[src/rtl/alu_issue_pkg.sv]
// Shared definitions for the ALU issue/retire stage: opcodes, flag bit
// positions and the command record carried through the command FIFO.
package alu_issue_pkg;

  localparam int ALU_LEN = 32;

  localparam logic [3:0] OP_ADD = 4'b0000;
  localparam logic [3:0] OP_SUB = 4'b0001;
  localparam logic [3:0] OP_AND = 4'b0010;
  localparam logic [3:0] OP_OR  = 4'b0011;
  localparam logic [3:0] OP_XOR = 4'b0100;
  localparam logic [3:0] OP_NOR = 4'b0101;
  localparam logic [3:0] OP_SLL = 4'b0110;
  localparam logic [3:0] OP_SRL = 4'b0111;

  // Bit positions inside the 5-bit {ZF,CF,OF,SF,PF} flag vectors.
  localparam int FLAG_ZF = 4;
  localparam int FLAG_CF = 3;
  localparam int FLAG_OF = 2;
  localparam int FLAG_SF = 1;
  localparam int FLAG_PF = 0;

  typedef struct packed {
    logic [3:0]         op;
    logic [ALU_LEN-1:0] a;
    logic [ALU_LEN-1:0] b;
  } alu_cmd_t;

  // Only ADD and SUB produce meaningful carry/overflow.
  function automatic logic op_sets_cf_of(input logic [3:0] op);
    return (op == OP_ADD) || (op == OP_SUB);
  endfunction

endpackage

[src/rtl/alu_cmd_fifo.sv]
// Synchronous command FIFO with flush. Head data is combinational from
// storage and forced to zero while empty so the ALU sees a quiet bus.
module alu_cmd_fifo #(
  parameter int W     = 68,
  parameter int DEPTH = 4
) (
  input  logic         clk,
  input  logic         rst_n,
  input  logic         flush,
  input  logic         push,
  input  logic         pop,
  input  logic [W-1:0] din,
  output logic [W-1:0] dout,
  output logic         empty,
  output logic         full
);

  localparam int AW = (DEPTH > 1) ? $clog2(DEPTH) : 1;
  localparam int CW = $clog2(DEPTH + 1);

  logic [W-1:0]  mem_q [DEPTH];
  logic [AW-1:0] wr_ptr_q, wr_ptr_d;
  logic [AW-1:0] rd_ptr_q, rd_ptr_d;
  logic [CW-1:0] count_q, count_d;
  logic          wr_en, rd_en;

  assign empty = (count_q == '0);
  assign full  = (count_q == CW'(DEPTH));
  assign wr_en = push && !full && !flush;
  assign rd_en = pop && !empty && !flush;
  assign dout  = empty ? '0 : mem_q[rd_ptr_q];

  // Next-state pointers and occupancy; flush wins over push and pop.
  always_comb begin
    wr_ptr_d = wr_ptr_q;
    rd_ptr_d = rd_ptr_q;
    count_d  = count_q;
    if (flush) begin
      wr_ptr_d = '0;
      rd_ptr_d = '0;
      count_d  = '0;
    end else begin
      if (wr_en) wr_ptr_d = wr_ptr_q + AW'(1);
      if (rd_en) rd_ptr_d = rd_ptr_q + AW'(1);
      case ({wr_en, rd_en})
        2'b10:   count_d = count_q + CW'(1);
        2'b01:   count_d = count_q - CW'(1);
        default: count_d = count_q;
      endcase
    end
  end

  // Control state registers.
  always_ff @(posedge clk or negedge rst_n) begin
    if (!rst_n) begin
      wr_ptr_q <= '0;
      rd_ptr_q <= '0;
      count_q  <= '0;
    end else begin
      wr_ptr_q <= wr_ptr_d;
      rd_ptr_q <= rd_ptr_d;
      count_q  <= count_d;
    end
  end

  // Payload storage; contents are only meaningful under the occupancy count.
  always_ff @(posedge clk) begin
    if (wr_en) mem_q[wr_ptr_q] <= din;
  end

endmodule

[src/rtl/alu_issue_stage.sv]
// Issue/retire stage around a combinational ALU: queues commands, presents
// the head to the ALU, captures results into a backpressured output slot and
// keeps the architectural flags (PSW) plus a retire counter.
module alu_issue_stage
  import alu_issue_pkg::*;
#(
  parameter int LEN   = 32,
  parameter int DEPTH = 4,
  parameter int CNT_W = 16
) (
  input  logic             clk,
  input  logic             rst_n,
  input  logic             flush,
  input  logic             in_valid,
  output logic             in_ready,
  input  logic [3:0]       in_op,
  input  logic [LEN-1:0]   in_a,
  input  logic [LEN-1:0]   in_b,
  output logic [3:0]       alu_op,
  output logic [LEN-1:0]   alu_a,
  output logic [LEN-1:0]   alu_b,
  input  logic [LEN-1:0]   alu_f,
  input  logic             alu_zf,
  input  logic             alu_cf,
  input  logic             alu_of,
  input  logic             alu_sf,
  input  logic             alu_pf,
  output logic             out_valid,
  input  logic             out_ready,
  output logic [LEN-1:0]   out_f,
  output logic [4:0]       out_flags,
  output logic             out_err,
  output logic [4:0]       psw,
  output logic [CNT_W-1:0] retire_cnt
);

  localparam int CMD_W = 4 + 2 * LEN;

  logic [CMD_W-1:0] fifo_din, fifo_dout;
  logic             fifo_empty, fifo_full;
  logic             push, fire, illegal;
  logic [4:0]       alu_flags;

  logic             out_valid_q, out_valid_d;
  logic [LEN-1:0]   out_f_q, out_f_d;
  logic [4:0]       out_flags_q, out_flags_d;
  logic             out_err_q, out_err_d;
  logic [4:0]       psw_q, psw_d;
  logic [CNT_W-1:0] retire_cnt_q, retire_cnt_d;

  assign fifo_din = {in_op, in_a, in_b};
  assign in_ready = !fifo_full;
  assign push     = in_valid && in_ready;

  alu_cmd_fifo #(
    .W     (CMD_W),
    .DEPTH (DEPTH)
  ) u_fifo (
    .clk   (clk),
    .rst_n (rst_n),
    .flush (flush),
    .push  (push),
    .pop   (fire),
    .din   (fifo_din),
    .dout  (fifo_dout),
    .empty (fifo_empty),
    .full  (fifo_full)
  );

  assign alu_op = fifo_dout[CMD_W-1 -: 4];
  assign alu_a  = fifo_dout[2*LEN-1 -: LEN];
  assign alu_b  = fifo_dout[LEN-1:0];

  assign fire    = !fifo_empty && (!out_valid_q || out_ready) && !flush;
  assign illegal = alu_op[3];

  always_comb begin
    alu_flags          = '0;
    alu_flags[FLAG_ZF] = alu_zf;
    alu_flags[FLAG_CF] = alu_cf;
    alu_flags[FLAG_OF] = alu_of;
    alu_flags[FLAG_SF] = alu_sf;
    alu_flags[FLAG_PF] = alu_pf;
  end

  // Capture slot, PSW and retire counter next-state logic.
  always_comb begin
    out_valid_d  = out_valid_q;
    out_f_d      = out_f_q;
    out_flags_d  = out_flags_q;
    out_err_d    = out_err_q;
    psw_d        = psw_q;
    retire_cnt_d = retire_cnt_q;
    if (flush) begin
      out_valid_d = 1'b0;
    end else if (fire) begin
      out_valid_d = 1'b1;
      if (illegal) begin
        // ALU output for an illegal opcode is meaningless; report a clean zero.
        out_f_d     = '0;
        out_flags_d = '0;
        out_err_d   = 1'b1;
      end else begin
        out_f_d          = alu_f;
        out_flags_d      = alu_flags;
        out_err_d        = 1'b0;
        psw_d[FLAG_ZF]   = alu_zf;
        psw_d[FLAG_SF]   = alu_sf;
        psw_d[FLAG_PF]   = alu_pf;
        if (op_sets_cf_of(alu_op)) begin
          psw_d[FLAG_CF] = alu_cf;
          psw_d[FLAG_OF] = alu_of;
        end
        retire_cnt_d = retire_cnt_q + CNT_W'(1);
      end
    end else if (out_valid_q && out_ready) begin
      out_valid_d = 1'b0;
    end
  end

  // Result slot and architectural state registers.
  always_ff @(posedge clk or negedge rst_n) begin
    if (!rst_n) begin
      out_valid_q  <= 1'b0;
      out_f_q      <= '0;
      out_flags_q  <= '0;
      out_err_q    <= 1'b0;
      psw_q        <= '0;
      retire_cnt_q <= '0;
    end else begin
      out_valid_q  <= out_valid_d;
      out_f_q      <= out_f_d;
      out_flags_q  <= out_flags_d;
      out_err_q    <= out_err_d;
      psw_q        <= psw_d;
      retire_cnt_q <= retire_cnt_d;
    end
  end

  assign out_valid  = out_valid_q;
  assign out_f      = out_f_q;
  assign out_flags  = out_flags_q;
  assign out_err    = out_err_q;
  assign psw        = psw_q;
  assign retire_cnt = retire_cnt_q;

endmodule

[config.mk]
export PLATFORM = sky130hd
export DESIGN_NAME = alu_issue_stage
export DESIGN_NICKNAME = d
export VERILOG_FILES = /design/src/rtl/alu_issue_pkg.sv /design/src/rtl/alu_cmd_fifo.sv /design/src/rtl/alu_issue_stage.sv
export SDC_FILE = /design/constraint.sdc
export NUM_CORES = 1
export LEC_CHECK = 0
export ABC_CLOCK_PERIOD_IN_PS = 4400
export BUFFER_PORTS_ARGS = -buffer_cell sky130_fd_sc_hd__buf_2
export CORE_ASPECT_RATIO = 0.5
export CORE_MARGIN = 3
export CORE_UTILIZATION = 55
export CTS_BUF_LIST = sky130_fd_sc_hd__clkbuf_2
export CTS_CLUSTER_SIZE = 25
export DETAILED_ROUTE_END_ITERATION = 8
export PLACE_DENSITY = 0.75
export REMOVE_ABC_BUFFERS = 1
export SYNTH_ARGS = -nofsm -noshare
export SYNTH_HDL_FRONTEND = slang
export SYNTH_SLANG_ARGS = --single-unit
[constraint.sdc]
create_clock -name clk -period 4.4 [get_ports clk]
set_input_delay 1.1 -clock clk [delete_from_list [all_inputs] [get_ports clk]]
set_output_delay 1.1 -clock clk [all_outputs]
set_load 0.02 [all_outputs]
==> metrics.md <==
| Metric | Value |
|---|---|
| Worst VDD drop | `0.000340 V` |
| Sequential share of power | `0.466` |
| Outcome | `completed` |
| Area after DPL | `14800 um^2` |
| Die area | `25900 um^2` |
| Post-CTS setup buffer count | `0` |
| Layout area overhead | `17.1%` |
| Core area | `23200 um^2` |
| Hold_buf cts | `0` |
| Hpwl dp | `16600 um` |
| Least-Margin Pin Slew | `1.07 ns` |
| Synth area leaders | `edfxtp_1, dfrtp_1, mux4_2` |
| Largest net degree at the start of global routing | `69` |
| Initial Utilization | `0.568` |
| Post-layout util | `0.665` |
| Final nets | `1141` |
| LEAKAGE | `6.10 nW` |
| RSZ-0062 raised after global routing | `no` |
| Gr usage total | `0.214` |
| Placed cell count | `1255` |
| Clock buffer depth | `3` |
| Die extent in x | `225 um` |
| Clk Latency, worst-skew pair | `0.88 ns` |
| Critical path data required time | `3.30 ns` |
| Setup WS post-layout | `0.446 ns` |
| CTS buffer count | `74` |
| Share of cells above drive strength 1 | `0.422` |
| Total number of vias | `7446` |
| Synth Cell Area | `13200 um^2` |
| Clock Power Share | `0.216` |
| Gr ovfl total | `0` |
| Area leader, netlist | `edfxtp_1` |
| Fill count | `1656` |
| Buffers on Ports | `238` |
| Reg area | `9850 um^2` |
| R2R depth | `5` |
| Final setup violation count | `0` |
| Vias/cell | `5.39` |
| CTS sink count | `339` |
| Startpoint types | `flop` |
| Final Power | `0.00866 W` |
| Fin. Hold Viols | `0` |
| NetSw | `0.00306 W` |
| Drt wl/cell | `19.8 um` |
| Critical Path Sink Type | `output port` |
| Residual DRC | `0` |
| GP Congestion | `0.804` |
| Multi-input logic area | `3170 um^2` |
| Pint | `0.00559 W` |
| CTS clk-pin slew, worst paths | `0.12 ns` |
| Max Cap Violations | `0` |
| Crit-path max FO | `25` |
| Initial DRC Count | `466` |
| Non-Filler Instances | `1381` |
| Htree depth | `3` |
| Root buf cell | `clkbuf_2` |
| Fmax | `253 MHz` |
| Vias in the first global route | `7803` |
| Sw Share | `0.354` |
| Gate Count Post-Synth | `738` |
| Worst slack at placement | `1.05 ns` |
| Die Y | `115 um` |
| CP Data Arrival Time | `2.85 ns` |
| I/O pin count | `239` |
| Setup Skew | `0.0412 ns` |
| Gate power share | `0.318` |
| Synth warn | `0` |
| First drt pass iteration count | `5` |
| Post-synth top area share | `0.620` |
| Avg Inst Size Synth | `17.8 um^2` |
| Max Slew Vio Count | `0` |
| Final Cell Area | `15400 um^2` |
| Period utilisation layout | `0.899` |
| Hold WC Path Type | `input port to asynchronous set/reset pin` |
| Tmin final | `3.95 ns` |
| Detail Route Antenna Nets | `0` |
| Rel. slew slack | `0.287` |
| First-pass GRT wire length | `42500 um` |
| Pwr Density | `562 nW/um^2` |
| Sequential fraction of the synthesis area | `0.748` |
| Initial antenna violation count | `3` |
| FP Rows | `39` |
| Quantity of gates resized following cts | `0` |
| FF+latch count, synth | `339` |
| Unique cell type count in the Yosys netlist | `38` |
| Setup CP Type | `flop to output port` |
| TritonCTS clock tree | `built` |
| DRT Wirelength | `27300 um` |
[cell type report]
cell class,instances,area share
diodes,3,0.000487
clock buffers,113,0.0367
clock inverters,9,0.00406
inverters,4,0.000974
multi-input cells,354,0.206
flip-flops and latches,339,0.639
well taps,307,0.0249
repair buffers,252,0.0881
[worst paths after layout]
path                                          from                  end  slack [ns]
min in group clk                          in_a[24]  u_fifo.mem_q[1][56]        0.43
worst min-delay path                         rst_n    u_fifo.count_q[2]        0.16
worst max-delay path            u_fifo.rd_ptr_q[0]             alu_b[0]        0.45
max in group asynchronous                    rst_n            out_f[13]        3.43
worst min register to register           out_f[11]            out_f[11]        0.47
worst max register to register  u_fifo.rd_ptr_q[0]               psw[3]        1.29
[flip-flops by register name, summed over array words and instances, names as in the netlist]
name and count:
out_f 32, u_fifo.count_q 3, out_flags 5, u_fifo.mem_q 272, retire_cnt 16, out_valid 1
out_err 1, u_fifo.wr_ptr_q 2, u_fifo.rd_ptr_q 2, psw 5
[per-layer routing]
metal / vias up / wire length, um / global-route usage / share of wire
met4: 4 / 535 / 0.0820 / 0.020
met5: - / 23 / 0 / 0.00084
met2: 224 / 13400 / 0.351 / 0.49
met1: 3748 / 11800 / 0.285 / 0.43
met3: 52 / 1530 / 0.0552 / 0.056
li1: 3418 / - / - / -
[critical path, stage by stage (launching register included)]
cell and delay [ns]:
dfrtp_4 0.77, buf_12 0.29, mux4_2 0.53, nor2b_1 0.16
buf_2 0.20
[cells in the mapped netlist, drive strengths merged]
library cell  number
o211a              1
or4                1
o21bai             1
a21oi              5
buf                9
xnor2             13
nor4               6
xor2               4
nand4              6
mux2i              2
ha                 5
dfrtp             67
clkbuf            32
nor3               3
mux4              68
nand3b             2
mux2               3
a31oi              1
and2               4
nor3b              2
edfxtp           272
inv                4
fa                 1
o21ai              5
nor2               6
and4               1
a211oi             1
and3               3
nand2             94
nand3             42
nor2b             68
or3                3
or3b               2
nand2b             1
[kinds of logic (layout without fill, tap and decap cells)]
logic type                 Yosys count  after routing  share of synthesized area
AOI/OAI and AO/OA                   14             14                    0.00618
xor gates and xnor gates            17             17                     0.0113
adders and majority gates            6              6                    0.00627
buffers and inverters               45            378                     0.0137
DFF                                339            339                      0.748
muxes                               73             73                      0.121
other                                0              3                          0
and+or+nand+nor                    244            244                     0.0941
[power groups by stage]
stage / registers (W) / clock network (W) / logic (W)
6_report: 0.00403 / 0.00187 / 0.00275
5_1_grt: 0.00408 / 0.00211 / 0.00297
4_1_cts: 0.00406 / 0.00194 / 0.00276
3_5_place_dp: 0.00414 / 0 / 0.00275
3_3_place_gp: 0.00412 / 0 / 0.00272
2_1_floorplan: 0.00436 / 0 / 0.00169
[per-stage QoR]
step / hold WS, ns / TNS, ns
2_1_floorplan: 0.536 / -231.34
3_3_place_gp: 0.443 / 0
3_5_place_dp: 0.450 / 0
4_1_cts: 0.0561 / 0
5_1_grt: 0.0857 / 0
6_report: 0.155 / 0
[cells in the final DEF (no fill, tap or decap), types with 3 or more instances in the layout]
master / n
edfxtp_1: 272
buf_2: 238
clkbuf_2: 113
nand2_1: 94
mux4_2: 68
nor2b_1: 68
dfrtp_1: 65
nand3_1: 42
xnor2_1: 13
buf_4: 9
nor2_1: 6
nand4_1: 6
a21oi_1: 5
nor4_1: 5
o21ai_0: 5
ha_1: 5
clkinv_1: 5
buf_12: 5
inv_1: 4
and2_4: 4
xor2_1: 4
diode_2: 3
and3_1: 3
(Power assumes the default switching activity.)
